$ cat src/rtl/univ_reg.sv
// Universal register: parallel load, logical/arithmetic shifts, rotates and
// increment/decrement, with a registered carry/borrow/shifted-out bit and a
// combinational zero flag. Every operation reads the pre-edge register
// contents and completes in one clock.
module univ_reg #(
  parameter int WIDTH     = 8,
  parameter int ARITH_SHR = 0
) (
  input  logic             clk,
  input  logic             reset,
  input  logic             enable,
  input  logic [2:0]       mode,
  input  logic [WIDTH-1:0] In,
  input  logic             ser_in,
  output logic [WIDTH-1:0] Out,
  output logic             carry_out,
  output logic             zero
);

  localparam logic [2:0] M_HOLD = 3'b000;
  localparam logic [2:0] M_LOAD = 3'b001;
  localparam logic [2:0] M_SHL  = 3'b010;
  localparam logic [2:0] M_SHR  = 3'b011;
  localparam logic [2:0] M_ROL  = 3'b100;
  localparam logic [2:0] M_ROR  = 3'b101;
  localparam logic [2:0] M_INC  = 3'b110;
  localparam logic [2:0] M_DEC  = 3'b111;

  // One in the low bit, zero-extended to the width of the carry-extended sums.
  localparam logic [WIDTH:0] ONE_EXT = {{WIDTH{1'b0}}, 1'b1};

  logic [WIDTH-1:0] out_q, out_d;
  logic             carry_q, carry_d;
  logic [WIDTH:0]   sum_ext;
  logic [WIDTH:0]   diff_ext;
  logic             shr_fill;

  // Increment/decrement with an extra MSB so the wrap shows up as carry/borrow.
  always_comb begin
    sum_ext  = {1'b0, out_q} + ONE_EXT;
    diff_ext = {1'b0, out_q} - ONE_EXT;
    shr_fill = (ARITH_SHR != 0) ? out_q[WIDTH-1] : ser_in;
  end

  // Next-state decode; enable low (or hold) leaves both registers unchanged.
  always_comb begin
    out_d   = out_q;
    carry_d = carry_q;
    if (enable) begin
      case (mode)
        M_HOLD: begin
          out_d   = out_q;
          carry_d = carry_q;
        end
        M_LOAD: begin
          out_d   = In;
          carry_d = 1'b0;
        end
        M_SHL: begin
          out_d   = {out_q[WIDTH-2:0], ser_in};
          carry_d = out_q[WIDTH-1];
        end
        M_SHR: begin
          out_d   = {shr_fill, out_q[WIDTH-1:1]};
          carry_d = out_q[0];
        end
        M_ROL: begin
          out_d   = {out_q[WIDTH-2:0], out_q[WIDTH-1]};
          carry_d = out_q[WIDTH-1];
        end
        M_ROR: begin
          out_d   = {out_q[0], out_q[WIDTH-1:1]};
          carry_d = out_q[0];
        end
        M_INC: begin
          out_d   = sum_ext[WIDTH-1:0];
          carry_d = sum_ext[WIDTH];
        end
        M_DEC: begin
          out_d   = diff_ext[WIDTH-1:0];
          carry_d = diff_ext[WIDTH];
        end
        default: begin
          out_d   = out_q;
          carry_d = carry_q;
        end
      endcase
    end
  end

  // State register; reset wins over any operation on the same edge.
  always_ff @(posedge clk) begin
    if (reset) begin
      out_q   <= '0;
      carry_q <= 1'b0;
    end else begin
      out_q   <= out_d;
      carry_q <= carry_d;
    end
  end

  assign Out       = out_q;
  assign carry_out = carry_q;
  assign zero      = (out_q == '0);

endmodule
$ cat config.mk
export PLATFORM = sky130hd
export DESIGN_NAME = univ_reg
export DESIGN_NICKNAME = d
export VERILOG_FILES = /design/src/rtl/univ_reg.sv
export SDC_FILE = /design/constraint.sdc
export NUM_CORES = 1
export LEC_CHECK = 0
export CAP_MARGIN = 20
export CORE_MARGIN = 5
export CORE_UTILIZATION = 50
export DETAILED_ROUTE_END_ITERATION = 16
export MAX_ROUTING_LAYER = met4
export PLACE_DENSITY_LB_ADDON = 0.2
export SLEW_MARGIN = 25
export SYNTH_ARGS = -nofsm -noshare
export SYNTH_HDL_FRONTEND = slang
export SYNTH_SLANG_ARGS = --single-unit
$ cat constraint.sdc
create_clock -name clk -period 4.1 [get_ports clk]
set_clock_uncertainty 0.1 [all_clocks]
set_input_delay 0.82 -clock clk [delete_from_list [all_inputs] [get_ports clk]]
set_output_delay 0.82 -clock clk [all_outputs]
set_load 0.005 [all_outputs]
==> flow_summary.toml <==
[status]
outcome = "complete, no violations"

[synth]
synth_ff_type = "dfxtp_1"
yosysSeqAreaShare_pct = 17.9
synthTopCellsByCount = "14 x a21oi_1, 11 x nor2_1, 9 x dfxtp_1, 9 x nand2_1, 7 x mux2i_1"
ys_ff_latch = 9
synth-async-reset-ratio_pct = 0
synth_top_area_share_pct = 17.9
synth_enable_flop_cells = 0
yosysTopAreaCell = "dfxtp_1"
syn_nets = 145
yosys.cell_count.top_type = "a21oi_1"
syn_area_um2 = 1010
synth.distinct_cells = 45
syn_area_per_cell_um2 = 7.86
ys_top_cells_by_area = "dfxtp_1 18%, clkbuf_8 8.2%, a21oi_1 7.0%"
synth_warnings = 0
synth_cells = 128

[finish]
syn_to_final_growth_pct = 17.7
nets = 163
diodes = 0
drive_gt1_share_pct = 7.59

[sta]
min_period_over_period_pct = 76.5
finalWorstSetupSlack_ns = 0.965
worst-slew-pin-transition_ns = 0.730
setup_tns_ns = 0
clock.fmax_mhz = 319
period_minus_slack_ns = 3.13
hold_violations = 0
slew_headroom_pct = 51.2
rsz0062_at_grt = "false"
setup_viol = 0
finalMaxSlewViolations = 0

[worst_setup_path]
regToRegEndpoint = "Out[6]"
cp_num_buf_inv = 2
crit_chain = "inv_1, ha_1, nor3b_1, nand3b_1, nor2_1, clkdlybuf4s50_1"
cp_slowest_cell = "clkdlybuf4s50_1"
r2r_start = "Out[0]"
cp-end-kind = "output port"
reg2reg_depth = 7
cp-start-kind = "flip-flop"
critPathArrivalTime_ns = 2.21
crit_type = "flip-flop to output port"
ff2ff_setup_slack_ns = 2.01
required_ns = 3.18
crit_path_max_incr_delay_ns = 0.52
path_delay_family = "simple AND/OR/NAND/NOR gates"
crit_fanout = 12

[drt]
viasPerCell = 6.40
wire_per_inst_um = 16.7
vias = 1101
remaining_drc_errors = 0
wirelength_um = 2860
ant_nets = 0
drtPass1Iterations = 5
drt_iter0_markers = 51

[worst_hold_path]
hold_start = "carry_out"
hold_end = "carry_out"
hold_path.class = "flip-flop to flip-flop"
hold_depth = 2

[cts]
clockBufferDepth = 2
cts_hold_buf = 0
cts_resized = 0
cts_buffers = 3
cts_sinks = 9
cts_tree = "built"
clkTransAtPathRegs_ns = 0.08
clkLatencyLatePin_ns = 0.28
cts_root_buf = "clkbuf_4"
cts_setup_buffers = 0
htreeDepth = 1

[grt]
grtUsageTotal_pct = 22.0
grt_pass1_vias = 959
grt_overflow = 0
grt_max_degree = 18
grt_pass1_wl_um = 4550
antenna_found_initial = 0

[floorplanning]
fp.dieH_um = 54.9
io_pins = 25
start_util_pct = 51.8
num_rows = 16
die_area_um2 = 3010
die_x_um = 54.9
core_um2 = 1940

[power]
power_density_nw_per_um2 = 258
power_leakage_uw = 0.000426
ir_worst_vdd_mv = 0.183
power_uw = 306

[place]
dp_worst_setup_slack_ns = 1.00
gp_congestion = 0.913
dp_hpwl_um = 2030
io_buffers = 24

[flow_run]
maxCapViolations = 0
-- tightest hold or removal path: cells and delay by family (launching register included) --
family | cells | cell delay, ns
DFF | 1 | 0.32
AOI/OAI and AO/OA | 1 | 0.12
and+or+nand+nor | 1 | 0.05
-- cells in the final DEF (no fill, tap or decap), drive strengths merged, types with 2 or more instances in the layout --
master / instances
a211oi: 6
a21oi: 14
a31oi: 4
and3: 2
clkbuf: 4
clkdlybuf4s50: 24
dfxtp: 9
ha: 2
inv: 4
mux2i: 7
nand2: 9
nand2b: 3
nand3: 3
nor2: 11
nor3: 5
o21a: 2
o21ai: 3
o221ai: 4
or2: 2
or3: 2
xor2: 3
-- layout make-up --
class,instances,area [um2]
Clock buffer,4,26.3
Multi-Input combinational cell,103,681
Tap cell,27,33.8
Inverter,4,15.0
Fill cell,193,758
Sequential cell,9,180
Timing Repair Buffer,25,248
-- registers in the layout (all words and copies together) (netlist names) --
register   count
Out            8
carry_out      1
-- kinds of logic (layout without fill, tap and decap cells) --
logic type | after synthesis | after routing | share of synthesized area [%]
mux | 7 | 7 | 6.97
buf+inv | 16 | 33 | 14.4
xor+xnor | 4 | 4 | 3.48
fa+ha+maj | 2 | 2 | 2.49
compound gates | 44 | 44 | 30.1
simple gates | 46 | 46 | 24.6
flops | 9 | 9 | 17.9
-- metrics by stage --
step	hold slack [ns]	utilization, %	std cells	area (um2)
2_1_floorplan	0.419	-	128	1010
3_3_place_gp	0.424	59.6	168	1160
3_5_place_dp	0.431	59.6	168	1160
4_1_cts	0.441	61.0	172	1180
5_1_grt	0.488	61.0	172	1180
6_report	0.439	61.0	172	1180
-- where the power goes --
| group | leakage, uW | total [uW] | switching (uW) | internal [uW] |
|---|---|---|---|---|
| combinational | 0.000337 | 117 | 54.7 | 61.8 |
| clock | 0.0000150 | 77.4 | 39.7 | 37.7 |
| sequential | 0.0000739 | 112 | 17.5 | 94.2 |
-- per-layer routing --
| layer | up-vias | track usage, % | share of wire, % |
|---|---|---|---|
| met2 | 58 | 31.3 | 47 |
| li1 | 520 | - | - |
| met5 | - | - | 0 |
| met4 | 0 | 13.3 | 3.2 |
| met3 | 11 | 3.00 | 8.3 |
| met1 | 512 | 29.0 | 41 |
-- how the worst max path moves through the flow --
| stage | from | endpoint | slack, ns | depth (start not counted) |
|---|---|---|---|---|
| 6_report | Out[0] | zero | 0.97 | 6 |
| 2_1_floorplan | Out[1] | zero | 1.98 | 6 |
| 5_1_grt | Out[0] | zero | 0.82 | 6 |
| 4_1_cts | Out[0] | zero | 0.99 | 6 |
| 3_3_place_gp | mode[0] | carry_out | 0.99 | 6 |
| 3_5_place_dp | mode[0] | carry_out | 1.00 | 6 |
No activity file was read; power rests on OpenSTA's default activity.
